===== config.mk =====
export PLATFORM = sky130hd
export DESIGN_NAME = pe_uno_seq
export DESIGN_NICKNAME = d
export VERILOG_FILES = /design/src/rtl/pe_uno_seq.sv
export SDC_FILE = /design/constraint.sdc
export NUM_CORES = 1
export LEC_CHECK = 0
export ABC_AREA = 1
export BUFFER_PORTS_ARGS = -buffer_cell sky130_fd_sc_hd__buf_2
export CAP_MARGIN = 20
export CORE_UTILIZATION = 46
export DETAILED_ROUTE_END_ITERATION = 8
export PLACE_DENSITY = 0.62
export SYNTH_ARGS = -nofsm -noshare
export SYNTH_HDL_FRONTEND = slang
export SYNTH_SLANG_ARGS = --single-unit

===== constraint.sdc =====
create_clock -name clk -period 35.2 [get_ports clk]
set_clock_uncertainty 0.2 [all_clocks]
set_input_delay 0 -clock clk [delete_from_list [all_inputs] [get_ports clk]]
set_output_delay 0 -clock clk [all_outputs]
set_load 0.05 [all_outputs]

===== src/rtl/pe_uno_seq.sv =====
// pe_uno_seq: drives one PE in unary mode through a Horner MAC chain.
// Per-op coefficient/length tables, one operand per request, valid/ready result.
module pe_uno_seq #(
    parameter int MUL_BW   = 16,
    parameter int ACC_BW   = 32,
    parameter int NUM_COEF = 8,
    localparam int IW      = $clog2(NUM_COEF)
) (
    input  logic              clk,
    input  logic              rst,
    input  logic              req_valid,
    output logic              req_ready,
    input  logic [1:0]        req_op,
    input  logic [MUL_BW-1:0] req_x,
    input  logic              cfg_we,
    input  logic              cfg_len,
    input  logic [1:0]        cfg_op,
    input  logic [IW-1:0]     cfg_idx,
    input  logic [MUL_BW-1:0] cfg_data,
    output logic              res_valid,
    input  logic              res_ready,
    output logic [ACC_BW-1:0] res_data,
    output logic              res_err,
    output logic [1:0]        pe_gemm_uno,
    output logic [ACC_BW-1:0] pe_mac_o,
    output logic [MUL_BW-1:0] pe_var_o,
    output logic [MUL_BW-1:0] pe_wc_o,
    input  logic [ACC_BW-1:0] pe_mac_i
);

    localparam logic [2:0] S_IDLE = 3'd0;
    localparam logic [2:0] S_LOAD = 3'd1;
    localparam logic [2:0] S_RUN  = 3'd2;
    localparam logic [2:0] S_CAPT = 3'd3;
    localparam logic [2:0] S_RESP = 3'd4;

    localparam logic [IW:0] LEN_MAX = (IW+1)'(NUM_COEF);
    localparam logic [IW:0] ONE     = (IW+1)'(1);
    localparam logic [IW:0] TWO     = (IW+1)'(2);

    logic [2:0]        state_q;
    logic [1:0]        op_q;
    logic [MUL_BW-1:0] x_q;
    logic [IW:0]       l_q;
    logic [IW:0]       r_q;

    // op 0 rows exist only so op_q/cfg_op index without offset
    logic [MUL_BW-1:0] coef_q [4][NUM_COEF];
    logic [IW:0]       len_q  [4];

    logic              accept;
    logic              cfg_ok;
    logic              idx_ok;
    logic [IW:0]       len_acc;
    logic              bad_req;
    logic [IW-1:0]     ld_idx;
    logic [IW-1:0]     run_idx;
    logic [IW-1:0]     seed_idx;

    assign req_ready = (state_q == S_IDLE);
    assign res_valid = (state_q == S_RESP);
    assign accept    = req_valid & req_ready;
    assign cfg_ok    = cfg_we && (state_q == S_IDLE) && (cfg_op != 2'b00);
    assign idx_ok    = (32'(cfg_idx) < 32'(NUM_COEF));

    // a length written on the accept edge is already the one the request uses
    assign len_acc = (cfg_ok && cfg_len && (cfg_op == req_op))
                   ? cfg_data[IW:0] : len_q[req_op];

    assign bad_req = (req_op == 2'b00) || (len_acc < TWO) || (len_acc > LEN_MAX);

    assign ld_idx   = IW'(l_q - TWO);
    assign run_idx  = IW'(l_q - TWO - r_q);
    assign seed_idx = IW'(l_q - ONE);

    // coefficient and length tables, writable only while idle
    always_ff @(posedge clk or posedge rst) begin
        if (rst) begin
            for (int o = 0; o < 4; o++) begin
                len_q[o] <= LEN_MAX;
                for (int k = 0; k < NUM_COEF; k++) begin
                    coef_q[o][k] <= '0;
                end
            end
        end else if (cfg_ok) begin
            if (cfg_len) begin
                len_q[cfg_op] <= cfg_data[IW:0];
            end else if (idx_ok) begin
                coef_q[cfg_op][cfg_idx] <= cfg_data;
            end
        end
    end

    // sequencer: accept, step the PE L-1 times, capture, hand off result
    always_ff @(posedge clk or posedge rst) begin
        if (rst) begin
            state_q  <= S_IDLE;
            op_q     <= 2'b00;
            x_q      <= '0;
            l_q      <= '0;
            r_q      <= '0;
            res_data <= '0;
            res_err  <= 1'b0;
        end else begin
            unique case (state_q)
                S_IDLE: begin
                    if (accept) begin
                        op_q <= req_op;
                        x_q  <= req_x;
                        l_q  <= len_acc;
                        r_q  <= ONE;
                        if (bad_req) begin
                            res_err  <= 1'b1;
                            res_data <= '0;
                            state_q  <= S_RESP;
                        end else begin
                            state_q  <= S_LOAD;
                        end
                    end
                end
                S_LOAD: state_q <= S_RUN;
                S_RUN: begin
                    if (r_q == l_q - ONE) begin
                        state_q <= S_CAPT;
                    end else begin
                        r_q <= r_q + ONE;
                    end
                end
                S_CAPT: begin
                    res_data <= pe_mac_i;
                    res_err  <= 1'b0;
                    state_q  <= S_RESP;
                end
                S_RESP: begin
                    if (res_ready) begin
                        state_q <= S_IDLE;
                    end
                end
                default: state_q <= S_IDLE;
            endcase
        end
    end

    // PE drive: mode, coefficient, operand and accumulator feedback per state
    always_comb begin
        pe_gemm_uno = 2'b00;
        pe_mac_o    = '0;
        pe_var_o    = '0;
        pe_wc_o     = '0;
        unique case (state_q)
            S_LOAD: begin
                pe_gemm_uno = op_q;
                pe_wc_o     = coef_q[op_q][ld_idx];
                pe_var_o    = x_q;
            end
            S_RUN: begin
                pe_gemm_uno = op_q;
                pe_var_o    = x_q;
                if (r_q == ONE) begin
                    pe_mac_o = {coef_q[op_q][seed_idx],
                                {(ACC_BW-MUL_BW){1'b0}}};
                end else begin
                    pe_mac_o = pe_mac_i;
                end
                if (r_q < l_q - ONE) begin
                    pe_wc_o = coef_q[op_q][run_idx];
                end
            end
            S_CAPT: pe_gemm_uno = op_q;
            default: ;
        endcase
    end

endmodule


==> flow_summary.yaml, run 1 <==
cells_and_area:
  fin_nets: 3750
  fillers: 5579
  drive_gt1_share_pct: 9.69
  syn_to_final_growth_pct: 15.6
  n_antenna_cell: 0
drt:
  drt_iter0_markers: 3269
  drc: 0
  wirelength_um: 93600
  vias: 25500
  drtAntennaViolNets: 0
  drt_first_pass_iters: 8
  post_drt_wl_per_cell_um: 20.9
  vias_per_cell: 5.68
grt:
  grt_pass1_vias: 23800
  grtUsageTotal_pct: 30.0
  grt_max_degree: 153
  grt_overflow_total: 0
  grt_pass1_wl_um: 146000
  antenna_found_initial: 1
placement:
  dpl.hpwl_um: 55200
  gp_routability_congestion: 0.951
  portBuffers: 177
worst_setup_path:
  worstPathRequired_ns: 35.00
  critPathBufInv: 5
  crit_arrival_ns: 5.02
  r2r_start: "l_q[0]"
  crit_path_start: "l_q[0]"
  worstPathMaxFanout: 60
  crit_cells: 12
  rrSetupSlack_ns: 30.84
  reg2reg_depth: 11
  cpPeakStageDelay_ns: 0.92
  startpoint_type: "flop"
  cp-endpoint: "pe_wc_o[2]"
  critical_path.slowest_cell: "clkinv_1"
  crit_path_cell_trace: "clkinv_2 -> buf_4 -> ha_1 -> fa_1 -> buf_4 -> clkinv_1 -> o21ai_0 -> a21oi_1 -> o21ai_0 -> nand3_1 -> nand2_1 -> buf_2"
  path_class: "reg2out"
  rr_endpoint: "state_q[0]"
  crit_family: "buffers and inverters"
  end_kind: "output port"
min_path:
  hp-class: "in2reg"
power:
  p_leak_nw: 15.5
  pwr_density_cell_mw_per_mm2: 85.8
  ir_drop_mv: 0.0580
clock_network:
  root_buffer: "clkbuf_16"
  postCtsSetupBuffers: 0
  numCtsBuffers: 66
  path_clk_slew_ns: 0.07
  cts_tree: "built"
  clockBufferDepth: 3
  clock_sinks: 590
  cts_max_level: 3
  worstSkewPairLatency_ns: 0.63
synth:
  synth_top_area_share_pct: 51.6
  synth-edff-count: 0
  synth-compound-area-share_pct: 18.1
  synth_fa_ha_area_share_pct: 0.511
  synthArstFlopShare_pct: 100
  ys_seq_area_share_pct: 52.0
  synth_xor_area_share_pct: 0.154
  yosys_register_bits: 590
  yosys.cell_types.count: 38
  synthMuxAreaShare_pct: 0
  synth_top_family_by_area: "simple AND/OR/NAND/NOR gates"
  ys.flop_type: "dfrtp_1"
  yosys.area_share.simple_pct: 22.4
  yosysTopAreaCell: "dfrtp_1"
  synth_common_cells: "nand2_1 (1,077), o21ai_0 (706), dfrtp_1 (586), clkbuf_1 (331), nand3_1 (256)"
  synth_area_mm2: 0.0284
  synth_warnings: 0
  synthesis.nets: 3710
  avgSynthCellArea_um2: 7.85
  yosys.cell_count.top_type: "nand2_1"
  postSynthCellCount: 3622
  synth_area_leaders: "dfrtp_1 (52%), nand2_1 (14%), o21ai_0 (12%)"
sta:
  fmax_mhz: 192
  rsz0062_at_grt: "no"
  hold_violations: 0
  whs_ns: 0.0298
  worstMarginPinSlew_ns: 1.17
  final-setup-viol-count: 0
  slew_headroom_pct: 21.3
  setup_tns_ns: 0
  fin_crit_sh_pct: 14.8
  drv_slew: 0
  min_period_ns: 5.22
die:
  io_pins: 178
  dieWidth_um: 251
  dieArea_mm2: 0.0628
  start_util_pct: 46.8
  rows: 90
  core_mm2: 0.0607
  die_y_um: 251
run_status:
  status: "completed"
flow_run:
  maxCapViolCount: 0
==> where the power goes <==
group | leakage (nW) | total [W] | switching, W | internal, W
combinational | 6.36 | 0.00129 | 0.000923 | 0.000370
sequential | 8.08 | 0.000846 | 0.0000733 | 0.000773
clock | 1.03 | 0.000681 | 0.000290 | 0.000391
total | 15.5 | 0.00282 | 0.00129 | 0.00153
==> worst min-delay path: stages <==
cell,delay [ns]
buf_2,0.20
nor4_4,0.08
nand2_1,0.05
buf_4,0.37
o21ai_1,0.10
==> worst min path at each step <==
| stage | depth (start not counted) | end | slack (ns) | from |
|---|---|---|---|---|
| after detailed placement | 3 | res_data[27] | 0.02 | pe_mac_i[27] |
| after global routing | 5 | coef_q[58] | 0.06 | cfg_idx[1] |
| after CTS | 5 | coef_q[58] | 0.03 | cfg_idx[1] |
| after global placement | 3 | x_q[12] | 0.005 | req_x[12] |
| after floorplan | 2 | res_data[0] | -0.08 | pe_mac_i[0] |
| final | 5 | coef_q[58] | 0.03 | cfg_idx[1] |
==> layout by cell type (no fill, tap or decap), types with 4 or more instances in the layout <==
master	netlist	final
a211oi_1	4	4
a21oi_1	130	130
a32o_1	5	5
buf_2	66	177
buf_4	1	38
clkbuf_1	331	19
clkbuf_16	0	67
clkbuf_8	0	10
clkinv_2	0	6
dfrtp_1	586	583
dfstp_2	4	4
dlygate4sd3_1	0	166
ha_1	10	9
inv_1	71	69
nand2_1	1077	1064
nand2_2	0	13
nand3_1	256	256
nand4_1	6	6
nor2_1	202	201
nor4_4	6	6
o211ai_1	23	23
o21ai_0	706	706
o21ai_1	27	27
o22a_1	43	43
o22ai_1	26	26
==> per-stage QoR <==
stage | worst slack, ns | total power [W] | utilization (%) | std cells | area (um^2)
after floorplan | 18.50 | 0.00170 | - | 3622 | 28400
after global placement | 30.36 | 0.00206 | 47.8 | 4208 | 29000
after detailed placement | 30.28 | 0.00207 | 47.8 | 4208 | 29000
after CTS | 29.62 | 0.00279 | 54.0 | 4486 | 32800
after global routing | 29.72 | 0.00298 | 54.1 | 4488 | 32900
final | 29.98 | 0.00282 | 54.1 | 4488 | 32900
==> registers in the layout, indices dropped and copies added, names as in the netlist <==
| signal | flops |
|---|---|
| res_data | 32 |
| r_q | 4 |
| coef_q | 512 |
| x_q | 16 |
| len_q | 16 |
| l_q | 4 |
| state_q | 3 |
| res_err | 1 |
| op_q | 2 |
==> final cells by class <==
| class | count | area [um^2] | area share [%] |
|---|---|---|---|
| clock inverters | 16 | 221 | 0.674 |
| inverters | 77 | 308 | 0.937 |
| clock buffers | 96 | 1890 | 5.74 |
| repair buffers | 384 | 2910 | 8.85 |
| well taps | 782 | 978 | 2.98 |
| flip-flops and latches | 590 | 14800 | 45.0 |
| multi-input cells | 2543 | 11800 | 35.8 |
==> routing by layer <==
| layer | share of wire (%) | wire [um] | track usage, % | vias to the layer above |
|---|---|---|---|---|
| met5 | 0 | 0 | 0 | - |
| met4 | 2.4 | 2200 | 8.43 | 0 |
| met3 | 7.4 | 6940 | 4.83 | 144 |
| met2 | 45 | 41900 | 45.5 | 1039 |
| met1 | 45 | 42600 | 44.4 | 12300 |
| li1 | - | - | - | 12000 |
==> kinds of logic after synthesis <==
family                     count (synthesis)
xor gates and xnor gates                   5
AOI/OAI and AO/OA                        966
DFF                                      590
adders and majority gates                 11
buffers and inverters                    489
and+or+nand+nor                         1561
==> what timing repair did <==
item	in CTS	in global routing
hold buffers	166	0
resized for setup	0	0
endpoints found under the hold margin	534	0
Note: power is estimated with default switching activity, not from simulation.
==> run 2: changes to the inputs <==
--- a/config.mk
+++ b/config.mk
@@ -10,7 +10,7 @@
 export CAP_MARGIN = 20
 export CORE_UTILIZATION = 46
 export DETAILED_ROUTE_END_ITERATION = 8
-export PLACE_DENSITY = 0.62
+export PLACE_DENSITY = 0.65
 export SYNTH_ARGS = -nofsm -noshare
 export SYNTH_HDL_FRONTEND = slang
 export SYNTH_SLANG_ARGS = --single-unit
==> constraint.sdc (replaced) <==
create_clock -name clk -period 4.7 [get_ports clk]
set_clock_uncertainty 0.2 [all_clocks]
set_input_delay 0 -clock clk [delete_from_list [all_inputs] [get_ports clk]]
set_output_delay 0 -clock clk [all_outputs]
set_load 0.05 [all_outputs]
==> run 2 against run 1 <==
Non-clock buffer count up 14. Worst hold slack improved by 0.11 ns. Sequential share of layout area decreased by 0.39 points. First-iteration DRC count rose by 1.1%. Utilization up 0.47 points. Total power increased to 7.6 times the previous value. Sequential power increased to 7.3 times the previous value. Critical endpoint is now pe_wc_o[11]. Largest cell class unchanged.
==> flow_summary.yaml, run 2 (same netlist as run 1, synthesis figures left out) <==
worst_setup_path:
  crit_arrival_ns: 3.90
  critPathBufInv: 3
  startpoint_type: "flop"
  cpPeakStageDelay_ns: 0.86
  critical_path.slowest_cell: "a2111oi_4"
  rrSetupSlack_ns: 0.76
  worstPathRequired_ns: 4.50
  path_class: "reg2out"
  end_kind: "output port"
  crit_path_frequent_cell: "nand2_1"
  crit_path_cell_trace: "clkinv_1 -> buf_4 -> ha_1 -> nand2_1 -> nand2_1 -> xor2_1 -> ha_1 -> nand2_1 -> nor2_1 -> a2111oi_4 -> nand3_1 -> nand2_1 -> buf_2"
  crit_family: "compound AO/OA/AOI/OAI gates"
  worstPathMaxFanout: 24
placement:
  portBuffers: 177
  gp_routability_congestion: 0.896
  dpl.hpwl_um: 53200
  dp_slack_ns: 1.29
  place_inst: 4224
clock_network:
  cts_tree: "built"
  root_buffer: "clkbuf_16"
  cts_max_level: 3
  postCtsSetupBuffers: 0
  numCtsBuffers: 66
  path_clk_slew_ns: 0.06
  clock_sinks: 590
  worstSkewPairLatency_ns: 0.61
  clockBufferDepth: 3
cells_and_area:
  n_antenna_cell: 0
  top_regs: "coef_q x512, res_data x32"
  finalNonFillerCells: 4503
  layout_common_cells: "nand2_1 (1,059), o21ai_0 (706), dfrtp_1 (583)"
  drive_gt1_share_pct: 10.3
  largest-register: "coef_q"
  syn_to_final_growth_pct: 16.6
  layout_commonest_cell: "nand2_1"
  largest_register_ffs: 512
  post-route-util_pct: 54.6
  fin_nets: 3764
grt:
  grt_pass1_wl_um: 148000
  grtUsageTotal_pct: 30.4
  grt_pass1_vias: 24800
  grt_max_degree: 194
  grt_overflow_total: 0
  antenna_found_initial: 1
power:
  total_power_w: 0.0215
  pwr_density_cell_mw_per_mm2: 650
  p_leak_nw: 15.6
  ir_drop_mv: 0.611
sta:
  drv_slew: 0
  worstMarginPinSlew_ns: 1.11
  fin_crit_sh_pct: 87.2
  final-setup-viol-count: 0
  rsz0062_at_grt: "no"
  finalWorstSetupSlack_ns: 0.603
  fmax_mhz: 244
  min_period_ns: 4.10
  hold_violations: 0
  slew_headroom_pct: 26.2
flow_run:
  maxCapViolCount: 0
run_status:
  status: "completed"
die:
  rows: 90
  dieWidth_um: 251
  io_pins: 178
  start_util_pct: 46.8
  core_mm2: 0.0607
  dieArea_mm2: 0.0628
  die_y_um: 251
drt:
  post_drt_wl_per_cell_um: 21.0
  vias_per_cell: 5.74
  vias: 25900
  drtAntennaViolNets: 0
  wirelength_um: 94700
  drt_first_pass_iters: 6
  drt_iter0_markers: 3304
  drc: 0
min_path:
  hp-class: "in2reg"
==> run 2: cell count changes in the layout (fill, tap and decap cells not counted), sizes merged <==
cell	change
clkbuf	-4
inv	-1
clkinvlp	+4
bufinv	+2
buf	+14
==> run 2: area by class of cell <==
cell class | instances | area (um^2)
Clock inverter | 21 | 260
Inverter | 77 | 304
Tap cell | 782 | 978
Timing Repair Buffer | 398 | 3140
Multi-Input combinational cell | 2543 | 11800
Fill cell | 5460 | 27600
Sequential cell | 590 | 14800
Clock buffer | 92 | 1890
==> run 2: what timing repair did <==
| action | 4_1_cts | 5_1_grt |
|---|---|---|
| hold buffers | 166 | 0 |
| resized for setup | 0 | 0 |
| endpoints found under the hold margin | 833 | 0 |
==> run 2: path summary, 6_finish.rpt <==
path / start / endpoint / depth (start not counted)
setup / recovery: l_q[1] / pe_wc_o[11] / 13
hold / removal: cfg_idx[0] / coef_q[21] / 5
setup reg to reg: state_q[0] / state_q[2] / 12
hold reg to reg: len_q[15] / len_q[15] / 0
max in group asynchronous: rst / coef_q[95] / 5
min in group asynchronous: rst / coef_q[391] / 4
==> run 2: worst register-to-register path: cells and delay by family, from the launching register on <==
family / cells / cell delay [ns]
simple gates: 10 / 2.00
buf+inv: 2 / 1.19
flops: 1 / 0.44
==> run 2: power by group <==
part	switching, W	internal [W]
Sequential	0.000389	0.00579
Combinational	0.00721	0.00295
Clock	0.00215	0.00304
Total	0.00975	0.0118
==> run 2: per-layer routing <==
layer | global-route usage [%] | up-vias | share of wire (%)
li1 | - | 12000 | -
met1 | 41.8 | 12400 | 43
met4 | 13.1 | 2 | 4.0
met2 | 46.9 | 1203 | 45
met3 | 5.82 | 265 | 8.5
met5 | 0 | - | 0.012
==> run 2: metrics by stage <==
stage / hold slack [ns] / cell area (um^2) / setup TNS [ns]
after floorplan: -0.0834 / 28400 / -2079.60
after global placement: -0.0795 / 29300 / 0
after detailed placement: -0.0790 / 29300 / 0
after CTS: 0.107 / 33100 / 0
after global routing: 0.161 / 33100 / 0
final: 0.137 / 33100 / 0
